==> config.mk <==
export PLATFORM = sky130hd
export DESIGN_NAME = fifo_ctrl
export DESIGN_NICKNAME = d
export VERILOG_FILES = /design/src/rtl/fifo_pkg.sv /design/src/rtl/fifo_ptr.sv /design/src/rtl/fifo_ctrl.sv
export SDC_FILE = /design/constraint.sdc
export NUM_CORES = 1
export LEC_CHECK = 0
export ABC_CLOCK_PERIOD_IN_PS = 2900
export CORE_MARGIN = 3
export CORE_UTILIZATION = 40
export DETAILED_ROUTE_END_ITERATION = 7
export PLACE_DENSITY = 0.81
export SYNTH_ARGS = -nofsm -noshare
export SYNTH_HDL_FRONTEND = slang
export SYNTH_SLANG_ARGS = --single-unit
export TNS_END_PERCENT = 100
==> constraint.sdc <==
create_clock -name clk -period 2.9 [get_ports clk]
set_clock_uncertainty 0.05 [all_clocks]
set_input_delay 0.725 -clock clk [delete_from_list [all_inputs] [get_ports clk]]
set_output_delay 0.725 -clock clk [all_outputs]
set_load 0.01 [all_outputs]
==> src/rtl/fifo_pkg.sv <==
// Shared constants and helpers for the FIFO controller slice.
// Pointer widths up to 9 bits cover every legal DEPTH (2..256).
package fifo_pkg;

  localparam int FIFO_DEPTH_DEF = 8;
  localparam int PTR_W_MAX      = 9;

  // Occupancy from wrapping pointers: difference taken modulo 2**(aw+1).
  function automatic logic [PTR_W_MAX-1:0] ptr_to_count(
    input logic [PTR_W_MAX-1:0] wr_ptr,
    input logic [PTR_W_MAX-1:0] rd_ptr,
    input int                   aw
  );
    logic [PTR_W_MAX-1:0] mask_v;
    mask_v = (9'd1 << (aw + 1)) - 9'd1;
    return (wr_ptr - rd_ptr) & mask_v;
  endfunction

endpackage

==> src/rtl/fifo_ptr.sv <==
// Wrapping W-bit pointer register with increment enable.
// The top bit acts as the lap marker for full/empty detection.
module fifo_ptr import fifo_pkg::*; #(
  parameter int W = 4
) (
  input  logic         clk,
  input  logic         rst_,
  input  logic         inc,
  output logic [W-1:0] ptr
);

  logic [W-1:0] ptr_r;

  // Pointer advances by one on each accepted operation, wrapping naturally.
  always_ff @(posedge clk or negedge rst_) begin
    if (!rst_) begin
      ptr_r <= '0;
    end else if (inc) begin
      ptr_r <= ptr_r + {{(W-1){1'b0}}, 1'b1};
    end else begin
      ptr_r <= ptr_r;
    end
  end

  assign ptr = ptr_r;

endmodule

==> src/rtl/fifo_ctrl.sv <==
// Control for a register-bank FIFO: one-hot write enables, show-ahead read
// select, and status derived purely from the write/read pointers.
module fifo_ctrl import fifo_pkg::*; #(
  parameter int DEPTH = FIFO_DEPTH_DEF,
  parameter int AW    = $clog2(DEPTH)
) (
  input  logic             clk,
  input  logic             rst_,
  input  logic             wr_en,
  input  logic             rd_en,
  output logic [DEPTH-1:0] reg_en,
  output logic [AW-1:0]    rd_sel,
  output logic             full,
  output logic             empty,
  output logic [AW:0]      count,
  output logic             overflow,
  output logic             underflow
);

  logic [AW:0]          wr_ptr_s;
  logic [AW:0]          rd_ptr_s;
  logic                 full_s;
  logic                 empty_s;
  logic                 wr_ok_s;
  logic                 rd_ok_s;
  logic [DEPTH-1:0]     reg_en_s;
  logic [PTR_W_MAX-1:0] count_full_s;
  logic                 overflow_r;
  logic                 underflow_r;

  assign empty_s = (wr_ptr_s == rd_ptr_s);
  assign full_s  = (wr_ptr_s[AW-1:0] == rd_ptr_s[AW-1:0]) &&
                   (wr_ptr_s[AW] != rd_ptr_s[AW]);

  // Qualified by rst_ so no enable can leak out while reset is held.
  assign wr_ok_s = wr_en && !full_s && rst_;
  assign rd_ok_s = rd_en && !empty_s && rst_;

  fifo_ptr #(.W(AW + 1)) u_wr_ptr (
    .clk  (clk),
    .rst_ (rst_),
    .inc  (wr_ok_s),
    .ptr  (wr_ptr_s)
  );

  fifo_ptr #(.W(AW + 1)) u_rd_ptr (
    .clk  (clk),
    .rst_ (rst_),
    .inc  (rd_ok_s),
    .ptr  (rd_ptr_s)
  );

  // One-hot write enable for the slot addressed by the write pointer.
  always_comb begin
    reg_en_s = '0;
    if (wr_ok_s) begin
      reg_en_s[wr_ptr_s[AW-1:0]] = 1'b1;
    end else begin
      reg_en_s = '0;
    end
  end

  assign count_full_s = ptr_to_count(PTR_W_MAX'(wr_ptr_s), PTR_W_MAX'(rd_ptr_s), AW);

  // Rejected-request pulses, registered so they appear the cycle after the edge.
  always_ff @(posedge clk or negedge rst_) begin
    if (!rst_) begin
      overflow_r  <= 1'b0;
      underflow_r <= 1'b0;
    end else begin
      overflow_r  <= wr_en && full_s;
      underflow_r <= rd_en && empty_s;
    end
  end

  assign reg_en    = reg_en_s;
  assign rd_sel    = rd_ptr_s[AW-1:0];
  assign full      = full_s;
  assign empty     = empty_s;
  assign count     = count_full_s[AW:0];
  assign overflow  = overflow_r;
  assign underflow = underflow_r;

endmodule

Word level (Yosys, flattened, before mapping)

Index checks and enable logic that the tools add are counted.

Flip-flop bits (word level): 10
Input bits: 4
Output and inout bits: 19
Logic and storage cells: 25

$add $sub $neg: 3
Order comparisons: 2
Equality and inequality tests: 3
Mux-type cells: 3
Reduce and logical (&&, ||, !) cells: 10

Operator list:

| kind                  | number |
|---|---|
| $add A4 B1 Y4 const B | 2 |
| $logic_and A1 B1 Y1   | 8 |
| $mux W8               | 1 |
| $eq A4 B4 Y1          | 1 |
| $lt A3 B4 Y1 const B  | 1 |
| $sub A4 B4 Y4         | 1 |
| $demux W1 S3          | 1 |
| $eq A3 B3 Y1          | 1 |
| $ge A3 B1 Y1 const B  | 1 |
| $logic_not A1 Y1      | 2 |
| $mux W1               | 1 |
| $ne A1 B1 Y1          | 1 |

Depth between registers and ports, before layout

Gate-level depths: netlist of run 1.

Depth in word-level cells: 6
Mapped depth: 6
Depth with buffers taken out: 6

Cells and area by module

Synthesis of run 1 repeated with hierarchy kept, for this count alone.

Cells, all modules: 64
Area, all modules: 631.9 um2

Modules (own cells, without submodules):

| module    | instances | cells each | area an instance (um2) | seq. area each (um2) |
|---|---|---|---|---|
| fifo_ptr  | 2         | 11         | 160.2                  | 100.1 |
| fifo_ctrl | 1         | 42         | 311.5                  | 50.0 |

Worst setup path after synthesis of run 1

OpenSTA, ideal clock, no wires.

Path kind: reg-to-output
Start: reg u_rd_ptr.ptr_r[1] (netlist: u_rd_ptr.ptr[1])
End: out reg_en[6]
Data arrival time: 1.744 ns
Required time: 2.125 ns
Path slack: 0.381 ns
Cell stages (with the launch flop): 7
Buffers on the path: 0
Path through: dfrtp_1 -> inv_1 -> ha_1 -> and3_1 -> a21boi_1 -> nand2_1 -> nor3b_1

Cells in the longest elaborated chain, start to end: 6

Ends and longest elaborated chain:

| item                             | line            | RTL |
|---|---|---|
| start, declared                  | fifo_ptr.sv:12  | `logic [W-1:0] ptr_r;` |
| start signal, assigned           | fifo_ptr.sv:19  | `ptr_r <= ptr_r + {{(W-1){1'b0}}, 1'b1};` |
| start signal, assigned           | fifo_ptr.sv:21  | `ptr_r <= ptr_r;` |
| $eq A3 B3 Y1                     | fifo_ctrl.sv:32 | `assign full_s = (wr_ptr_s[AW-1:0] == rd_ptr_s[AW-1:0]) &&` |
| $logic_and A1 B1 Y1              | fifo_ctrl.sv:32 |  |
| $logic_not A1 Y1                 | fifo_ctrl.sv:36 | `assign wr_ok_s = wr_en && !full_s && rst_;` |
| $logic_and A1 B1 Y1 (2 in a row) | fifo_ctrl.sv:36 |  |
| $mux W8                          | fifo_ctrl.sv:56 | `if (wr_ok_s) begin` |
| end, declared                    | fifo_ctrl.sv:11 | `output logic [DEPTH-1:0] reg_en,` |

Every way passes these cells.

Worst setup path after layout of run 1

Start: in wr_en
End: out reg_en[4]

Cells in the longest elaborated chain, start to end: 3

Ends and longest elaborated chain:

| item                             | line            | RTL |
|---|---|---|
| start, declared                  | fifo_ctrl.sv:9  | `input logic wr_en,` |
| $logic_and A1 B1 Y1 (2 in a row) | fifo_ctrl.sv:36 |  |
| $mux W8                          | fifo_ctrl.sv:56 |  |

Every way passes these cells.

==> impl_results.md, run 1 <==
* Result of the run: completed
* Library cell with the highest instance count after synthesis: sky130_fd_sc_hd__dfrtp_1
* Clock buffer count from CTS at 3
* Count of unique library cells instantiated by Yosys at 26
* Root buffer cell: sky130_fd_sc_hd__clkbuf_4
* Tightest slew margin relative to the limit at 0.741
* Remaining routing DRC violations at 0
* Port Buffers at 22
* Cell count after synthesis at roughly 70
* Share of the yosys chip area belonging to registers at 0.382
* Wire length reported by the detailed router at 1610 µm
* Worst Setup Start Kind: input pin
* Placer's final routability congestion estimate at between 0.7 and 0.8
* Number of max-slew violations in the final report at 0
* Sum of net half-perimeters after detailed placement at 1260 µm
* Logic depth of the worst register-to-register path at 6
* Sequential cell area at 250 µm²
* Wire length of the first global-routing pass at ~2700 µm
* Primary FF master, synth: sky130_fd_sc_hd__dfrtp_1
* Peak supply drop at around 1.3 mV
* Net Switching at 0.549 mW
* Final hold slack at 0.484 ns
* Pin count of the biggest net entering global routing at 12
* Post-synth net total at slightly below 80
* Multi-input gate area at 374 µm²
* Critical path class: in2out
* Number of buffers and inverters on the critical path at 2
* Initial Utilization at 0.462
* Iteration count of the initial detailed-routing pass at 3
* Dominant delay contributor by cell family on the critical path: buffers and inverters
* Total power of the final layout at 1.31 mW
* Sw Share at 0.419
* Critical Path Slowest Stage Cell: sky130_fd_sc_hd__clkdlybuf4s50_1
* Worst stage delay on the critical path at roughly 0.48 ns
* Leakage power figure at between 0.5 and 0.6 nW
* Proportion of netlist area held by the largest area contributor at 0.382
* Overall fraction of global-route tracks in use at 0.177
* Critical Path End Type: primary output
* Wirelength per Cell at about 14 µm
* Number of cells on the critical path at 5
* DRT iter0 DRCs at 8
* Global route hottest layer: met2
* Number of flops mapped to enable cells by yosys at 0
* Overflow left after global routing at 0
* Horizontal die dimension at between 40 and 50 µm
* Sequential Power Share at 0.192
* Placeable core region at 1420 µm²
* Endpoint arrival time on the critical path at between 2 and 2.5 ns
* Library cell occupying the most area in the post-synthesis netlist: sky130_fd_sc_hd__dfrtp_1
* Total number of clock tree sinks at 10
* Total power per unit cell area at 1320 nW/µm²
* H-tree depth at 1
* Final antenna diode count at 0
* Final design instance area without fill at ~990 µm²
* Worst-Skew Late Latency at roughly 0.26 ns
* Cell area after synthesis at approximately 650 µm²
* Combinational power share at 0.737
* Number of vias per cell after detailed routing at just under 5
* Die area at between 2000 and 2500 µm²
* Hold Path Class: in2async
* Via count of the first global-routing pass at 620
* Post-CTS clock slew at the launch and capture registers of the worst setup and hold paths at roughly 0.06 ns
* GR Layer Usage met3 at 0.0547
* Endpoints failing setup at 0
* Hold Violations, Final at 0
* Average size of a mapped cell at about 9.6 µm²
* Met1 global-route usage at 0.226
* Cell Chain, Critical Path: clkdlybuf4s50_1 > and2_4 > a21boi_4 > and4_1 > dlygate4sd2_1
* GR met2 Demand/Resource at 0.294
* Synth top cells by count: sky130_fd_sc_hd__dfrtp_1, sky130_fd_sc_hd__inv_1, sky130_fd_sc_hd__nand2_1, sky130_fd_sc_hd__xnor2_1, sky130_fd_sc_hd__ha_1
* Worst endpoint required time at 2.12 ns
* TritonCTS clock tree: built
* Total via count after detailed routing at 578
* Utilization after layout at 0.701
* Number of storage elements in the synthesis netlist at 10
* Number of nets at the end of the flow at around 120
* Top-level I/O count at 23
* Internal power contribution at roughly 0.76 mW
* Std cell rows at 13
* Ys Warns at 0
* Worst-margin pin slew at roughly 0.39 ns
* Area added between synthesis and finish at 51.6%
* Dpl cell area at 965 µm²
* Upper clock frequency limit at around 0.35 GHz
* Setup repair after global routing missed its margin: no
* Number of routed nets with antenna violations at 0
* Number of antenna violations at the first check in global routing at 0
* Number of buffers added to fix hold violations after cts at 0
* Main area contributors after synthesis: sky130_fd_sc_hd__dfrtp_1, sky130_fd_sc_hd__ha_1, sky130_fd_sc_hd__xnor2_1
* Number of maximum-capacitance constraint violations at 0
* Worst-path fanout max at 4
* Share of the clock period used by the worst path at 0.976
* Layout cell share with drive strength beyond 1 at 0.320
* Fraction of synthesis flops using an asynchronous set or reset pin at 1.00
* Largest buffer count on any clock path at 2
* Filler cells at between 100 and 150
* Die height at 46.4 µm
* Proportion of power drawn by the clock network at 0.071
* Shortest clock period the worst path allows after layout at 2.83 ns
[cells by family after synthesis]
group / Yosys count / synth area share
AO/OA/AOI/OAI: 7 / 0.0669
XOR/XNOR: 10 / 0.145
adder cells (fa/ha/maj): 6 / 0.126
buffers and inverters: 12 / 0.0860
flip-flops: 10 / 0.382
AND/OR/NAND/NOR: 23 / 0.193
[flip-flops by register name (all words and copies together), names as in the netlist]
| signal | flops |
|---|---|
| u_wr_ptr.ptr | 4 |
| underflow | 1 |
| u_rd_ptr.ptr | 4 |
| overflow | 1 |
[per-layer routing]
metal  routed length (µm)  vias up
li1                     -      296
met1                  681      262
met2                  820       18
met3                  102        2
met4                    4        0
met5                    0        -
[final cells by class]
| type | instances | share of cell area |
|---|---|---|
| inverters | 8 | 0.0303 |
| multi-input cells | 46 | 0.377 |
| flip-flops and latches | 10 | 0.252 |
| well taps | 15 | 0.0189 |
| repair buffers | 36 | 0.299 |
| clock buffers | 3 | 0.0227 |
[worst paths after layout]
path	slack, ns	from	end
max	0.07	wr_en	reg_en[4]
min	0.48	rst_	underflow$_DFF_PN0_
max reg2reg	1.04	u_rd_ptr.ptr[1]$_DFFE_PN0P_	u_rd_ptr.ptr[3]$_DFFE_PN0P_
min reg2reg	0.51	u_wr_ptr.ptr[3]$_DFFE_PN0P_	u_wr_ptr.ptr[3]$_DFFE_PN0P_
max in group asynchronous	2.17	rst_	u_wr_ptr.ptr[2]$_DFFE_PN0P_
min in group clk	0.51	u_wr_ptr.ptr[3]$_DFFE_PN0P_	u_wr_ptr.ptr[3]$_DFFE_PN0P_
[power by group through the flow]
| stage | registers, mW | logic (mW) | clock network (mW) |
|---|---|---|---|
| 5_1_grt | 0.261 | 1.05 | 0.0996 |
| 3_5_place_dp | 0.252 | 0.956 | 0 |
| 4_1_cts | 0.250 | 0.975 | 0.0968 |
| 2_1_floorplan | 0.277 | 0.475 | 0 |
| 3_3_place_gp | 0.250 | 0.931 | 0 |
| 6_report | 0.252 | 0.964 | 0.0932 |
[cell usage in the layout, fill, tap and decap left out, drive strengths merged, types with 2 or more instances in the layout]
master | netlist | layout
ha | 5 | 5
nand2 | 7 | 7
dfrtp | 10 | 10
nor3 | 3 | 3
a21oi | 2 | 2
o21ai | 3 | 3
nor4 | 2 | 2
xnor2 | 8 | 8
and3 | 3 | 3
nor2 | 2 | 2
xor2 | 2 | 2
clkbuf | 0 | 7
dlygate4sd2 | 0 | 2
buf | 4 | 16
inv | 8 | 8
clkdlybuf4s50 | 0 | 12
[per-stage QoR]
| stage | cells | setup TNS (ns) | worst slack [ns] |
|---|---|---|---|
| 2_1_floorplan | 68 | 0 | 0.381 |
| 3_5_place_dp | 114 | -2.76 | -0.472 |
| 4_1_cts | 117 | 0 | 0.00690 |
| 5_1_grt | 118 | 0 | 0.0134 |
| 6_report | 118 | 0 | 0.0687 |
| 3_3_place_gp | 114 | -2.66 | -0.384 |
[what timing repair did]
action	in CTS	in global routing
buffers inserted	0	1
cloned	0	0
resized for setup	23	12
setup endpoints to repair	8	7
endpoints found under the hold margin	0	0
Note: power is estimated with default switching activity, not from simulation.
==> run 2, diff against run 1 <==
CORE_MARGIN = default   (was 3)
SKIP_LAST_GASP = 1   (was default)
==> run 2 against run 1 <==
First-iteration DRC count shrank 63%; final cell count grew 0.85%; largest cell class unchanged; register-to-register slack gained 0.02 ns.
==> impl_results.md, run 2 (synthesized netlist as in run 1, its figures left out) <==
* DRT iter0 DRCs at 3
* Post-CTS clock slew at the launch and capture registers of the worst setup and hold paths at about 0.070 ns
* Worst Setup Start Kind: input pin
* Clock buffer count from CTS at 3
* Number of buffers added to fix hold violations after cts at 0
* Hold Violations, Final at 0
* Total via count after detailed routing at around 600
* Wire length of the first global-routing pass at approximately 2500 µm
* Final hold slack at roughly 0.52 ns
* Share of the clock period used by the worst path at 0.990
* Number of antenna violations at the first check in global routing at 0
* Layout cell share with drive strength beyond 1 at 0.282
* Worst-margin pin slew at around 0.40 ns
* Area added between synthesis and finish at 53.9%
* Die area at around 1800 µm²
* Via count of the first global-routing pass at approximately 550
* Dpl cell area at ~960 µm²
* Critical path class: in2out
* Final antenna diode count at 0
* Endpoint arrival time on the critical path at 2.10 ns
* Number of nets at the end of the flow at between 100 and 150
* Number of vias per cell after detailed routing at roughly 5.0
* Std cell rows at 14
* Worst-path fanout max at 3
* Overall fraction of global-route tracks in use at 0.192
* Worst endpoint required time at about 2.1 ns
* Worst-Skew Late Latency at 0.27 ns
* Tightest slew margin relative to the limit at 0.733
* Placeable core region at 1520 µm²
* Post-route non-filler standard cell count at 119
* Leading cell types in the layout, fill and taps excluded: sky130_fd_sc_hd__clkdlybuf4s50_1, sky130_fd_sc_hd__buf_4, sky130_fd_sc_hd__dfrtp_1
* Leakage power figure at 0.511 nW
* Shortest clock period the worst path allows after layout at 2.87 ns
* Total power per unit cell area at 1310 nW/µm²
* Port Buffers at 22
* Filler cells at ~120
* Iteration count of the initial detailed-routing pass at 4
* Wirelength per Cell at 12.6 µm
* Number of maximum-capacitance constraint violations at 0
* Number of max-slew violations in the final report at 0
* TritonCTS clock tree: built
* Pin count of the biggest net entering global routing at 12
* Placed Cells incl. Taps at approximately 110
* Root buffer cell: sky130_fd_sc_hd__clkbuf_4
* Result of the run: completed
* Critical Path End Type: primary output
* Top-level I/O count at 23
* H-tree depth at 1
* Remaining routing DRC violations at 0
* Hold Path Class: reg2reg
* Number of routed nets with antenna violations at 0
* Wire length reported by the detailed router at 1500 µm
* Endpoints failing setup at 0
* Total number of clock tree sinks at 10
* Upper clock frequency limit at 0.348 GHz
* Die height at 42.4 µm
* Horizontal die dimension at 42.4 µm
* Placer's final routability congestion estimate at 0.823
* Final design instance area without fill at just over 1000 µm²
* Initial Utilization at 0.429
* Sum of net half-perimeters after detailed placement at approximately 1100 µm
* Peak supply drop at approximately 0.72 mV
* Largest buffer count on any clock path at 2
* Overflow left after global routing at 0
run 2: timing repair:
item,in CTS,in global routing
setup endpoints to repair,8,5
setup buffers,0,1
pin swaps,0,0
endpoints found under the hold margin,0,0
gates resized for setup,15,8
run 2: final timing paths:
kind                                              from                          end  depth (start not counted)  slack [ns]
setup reg to reg           u_rd_ptr.ptr[2]$_DFFE_PN0P_  u_wr_ptr.ptr[3]$_DFFE_PN0P_                          8        1.06
hold / removal             u_wr_ptr.ptr[3]$_DFFE_PN0P_  u_wr_ptr.ptr[3]$_DFFE_PN0P_                          1        0.52
hold reg to reg            u_wr_ptr.ptr[3]$_DFFE_PN0P_  u_wr_ptr.ptr[3]$_DFFE_PN0P_                          1        0.52
setup / recovery                                  rst_                    reg_en[2]                          6        0.03
min in group asynchronous                         rst_  u_rd_ptr.ptr[2]$_DFFE_PN0P_                          2        0.76
max in group asynchronous                         rst_  u_wr_ptr.ptr[1]$_DFFE_PN0P_                          2        1.89
run 2: through the flow:
stage	worst slack [ns]	utilization	setup TNS (ns)	power [mW]
after global routing	-0.0144	0.661	-0.0265	1.44
final	0.0293	0.661	0	1.32
after CTS	-0.0264	0.658	-0.0264	1.33
after detailed placement	-0.441	0.629	-2.57	1.19
after floorplan	0.381	-	0	0.752
after global placement	-0.373	0.629	-2.16	1.16
run 2: critical path, cell delays in order:
cell and delay, ns:
sky130_fd_sc_hd__clkdlybuf4s50_1 0.50, sky130_fd_sc_hd__and2_4 0.17, sky130_fd_sc_hd__a21boi_4 0.22, sky130_fd_sc_hd__nand2_2 0.10
sky130_fd_sc_hd__nor3_2 0.13, sky130_fd_sc_hd__clkdlybuf4s15_2 0.26
run 2: per-layer routing:
metal,up-vias,global-route usage,share of wire
met4,0,0.106,0.013
met1,283,0.219,0.44
met3,2,0.0517,0.031
met2,13,0.320,0.51
li1,298,-,-
met5,-,0,0
run 2: area by class of cell:
class	count	area (µm²)	share of cell area
Sequential cell	10	250	0.248
Timing Repair Buffer	35	302	0.299
Tap cell	16	20.0	0.0199
Inverter	8	30.0	0.0298
Multi-Input combinational cell	46	369	0.366
Clock buffer	4	36.3	0.0360
run 2: report_power, final:
group          switching (mW)  leakage (nW)  internal, mW
Combinational           0.441         0.366         0.503
Sequential             0.0477         0.124         0.203
Clock                  0.0524        0.0210        0.0762
Total                   0.541         0.511         0.783
==> run 3, diff against run 2 <==
CORE_MARGIN = 2   (was default)
SLEW_MARGIN = 0   (was default)
==> run 3 against run 2 <==
Fmax grew 1.0%; sequential cell count is the same; sequential share of layout area grew 0.50 points; first-iteration DRC count grew to 3.0 times the previous value; non-clock buffer count shrank 1; register-to-register slack lost 0.06 ns; final cell count shrank 0.84%; count of clock-buffer cells in the layout is the same; utilization shrank 1.3 points; clock power is essentially flat.
==> impl_results.md, run 3 (synthesized netlist as in run 1, its figures left out) <==
* Worst-margin pin slew at between 0.4 and 0.5 ns
* Layout cell share with drive strength beyond 1 at 0.275
* Number of routed nets with antenna violations at 0
* Logic depth of the worst register-to-register path at 6
* Leakage power figure at a little over 0.5 nW
* Shortest clock period the worst path allows after layout at 2.84 ns
* Critical path class: in2out
* Total power per unit cell area at 1320 nW/µm²
* Upper clock frequency limit at between 0.3 and 0.4 GHz
* Worst reg-to-reg setup slack at 1.00 ns
* Overall fraction of global-route tracks in use at 0.175
* Post-CTS clock slew at the launch and capture registers of the worst setup and hold paths at 0.07 ns
* Tightest slew margin relative to the limit at 0.729
* Clock buffer count from CTS at 3
* Hold Violations, Final at 0
* Worst-Skew Late Latency at approximately 0.26 ns
* Die height at between 40 and 50 µm
* Endpoint arrival time on the critical path at 2.07 ns
* Remaining routing DRC violations at 0
* DRT iter0 DRCs at 9
* Port Buffers at 22
* Worst Setup Start Kind: input pin
* Critical Path Slowest Stage Cell: sky130_fd_sc_hd__clkdlybuf4s50_1
* Top-level I/O count at 23
* Number of nets at the end of the flow at ~110
* Area added between synthesis and finish at 50.9%
* Iteration count of the initial detailed-routing pass at 4
* Share of the clock period used by the worst path at 0.980
* Peak supply drop at 0.696 mV
* Hold Path Class: in2async
* Number of antenna violations at the first check in global routing at 0
* Number of maximum-capacitance constraint violations at 0
* Final antenna diode count at 0
* Setup repair after global routing missed its margin: no
* Largest buffer count on any clock path at 2
* Cell Chain, Critical Path: clkdlybuf4s50_1 > and2_4 > a21boi_4 > buf_4 > and4_1 > clkdlybuf4s15_2
* Critical Path End Type: primary output
* Placeable core region at 1520 µm²
* Worst stage delay on the critical path at around 0.48 ns
* Wirelength per Cell at around 13 µm
* Via count of the first global-routing pass at ~550
* Horizontal die dimension at 44.4 µm
* Result of the run: completed
* Leading cell types in the layout, fill and taps excluded: sky130_fd_sc_hd__clkdlybuf4s50_1, sky130_fd_sc_hd__buf_4, sky130_fd_sc_hd__dfrtp_1
* Placer's final routability congestion estimate at between 0.8 and 0.9
* Sum of negative setup slack at 0 ns
* Overflow left after global routing at 0
* Total power of the final layout at 1.31 mW
* Worst-path fanout max at 2
* Utilization after layout at 0.648
* Reg2reg start: u_rd_ptr.ptr[2]$_DFFE_PN0P_
* Total via count after detailed routing at between 600 and 700
* Initial Utilization at 0.429
* Worst endpoint required time at 2.12 ns
* Wire length of the first global-routing pass at between 2000 and 2500 µm
* TritonCTS clock tree: built
* Die area at between 1500 and 2000 µm²
* Number of max-slew violations in the final report at 0
* Root buffer cell: sky130_fd_sc_hd__clkbuf_4
* Number of vias per cell after detailed routing at slightly above 5
* Sum of net half-perimeters after detailed placement at 1170 µm
* Std cell rows at 14
* Sequential cell area at around 250 µm²
* Pin count of the biggest net entering global routing at 12
* Endpoints failing setup at 0
* Total number of clock tree sinks at 10
* Wire length reported by the detailed router at between 1500 and 2000 µm
* H-tree depth at 1
* R2r endpoint: u_rd_ptr.ptr[3]$_DFFE_PN0P_
* Filler cells at ~120
* Multi-input gate area at between 300 and 400 µm²
## run 3: timing repair
action / 4_1_cts / 5_1_grt
hold buffers: 0 / 0
setup buffers: 1 / 0
resized for setup: 13 / 17
setup endpoints to repair: 8 / 9
## run 3: area by class of cell
type                       instances  share of cell area
clock buffer                       4              0.0368
inverter                           8              0.0304
multi-input combinational         46               0.366
sequential                        10               0.253
tap                               16              0.0203
timing repair buffer              34               0.293
## run 3: how the worst max path moves through the flow
stage                                start   endpoint  slack (ns)  cells past startpoint
5_1_grt        u_wr_ptr.ptr[1]$_DFFE_PN0P_   count[2]       0.008                      5
3_3_place_gp                          rst_  reg_en[4]       -0.35                      6
6_report                             wr_en  reg_en[4]        0.06                      6
3_5_place_dp                          rst_  reg_en[4]       -0.38                      6
4_1_cts                               rst_  reg_en[6]       -0.05                      6
2_1_floorplan  u_rd_ptr.ptr[1]$_DFFE_PN0P_  reg_en[6]        0.38                      6
## run 3: worst max-delay path, delay by kind of cell
kind	cells	cell delay, ns
buf+inv	3	0.83
simple gates	2	0.34
compound gates	1	0.18
## run 3: metrics by stage
stage / worst slack [ns] / instance area [µm²] / hold slack [ns] / instances
6_report: 0.0579 / 987 / 0.398 / 118
5_1_grt: 0.00758 / 987 / 0.389 / 118
4_1_cts: -0.0498 / 995 / 0.530 / 118
3_5_place_dp: -0.378 / 951 / 0.519 / 113
3_3_place_gp: -0.353 / 951 / 0.500 / 113
2_1_floorplan: 0.381 / 654 / 0.379 / 68
## run 3: per-layer routing
metal	share of wire	vias up	GRT usage
met2	0.48	31	0.291
met4	0.023	0	0.109
met3	0.064	4	0.0286
li1	-	295	-
met5	0	-	0
met1	0.44	276	0.209
## run 3: power breakdown
group / switching (mW) / total (mW) / internal, mW / leakage, nW
Combinational: 0.434 / 0.923 / 0.489 / 0.362
Clock: 0.0509 / 0.127 / 0.0762 / 0.0210
Sequential: 0.0515 / 0.255 / 0.204 / 0.124
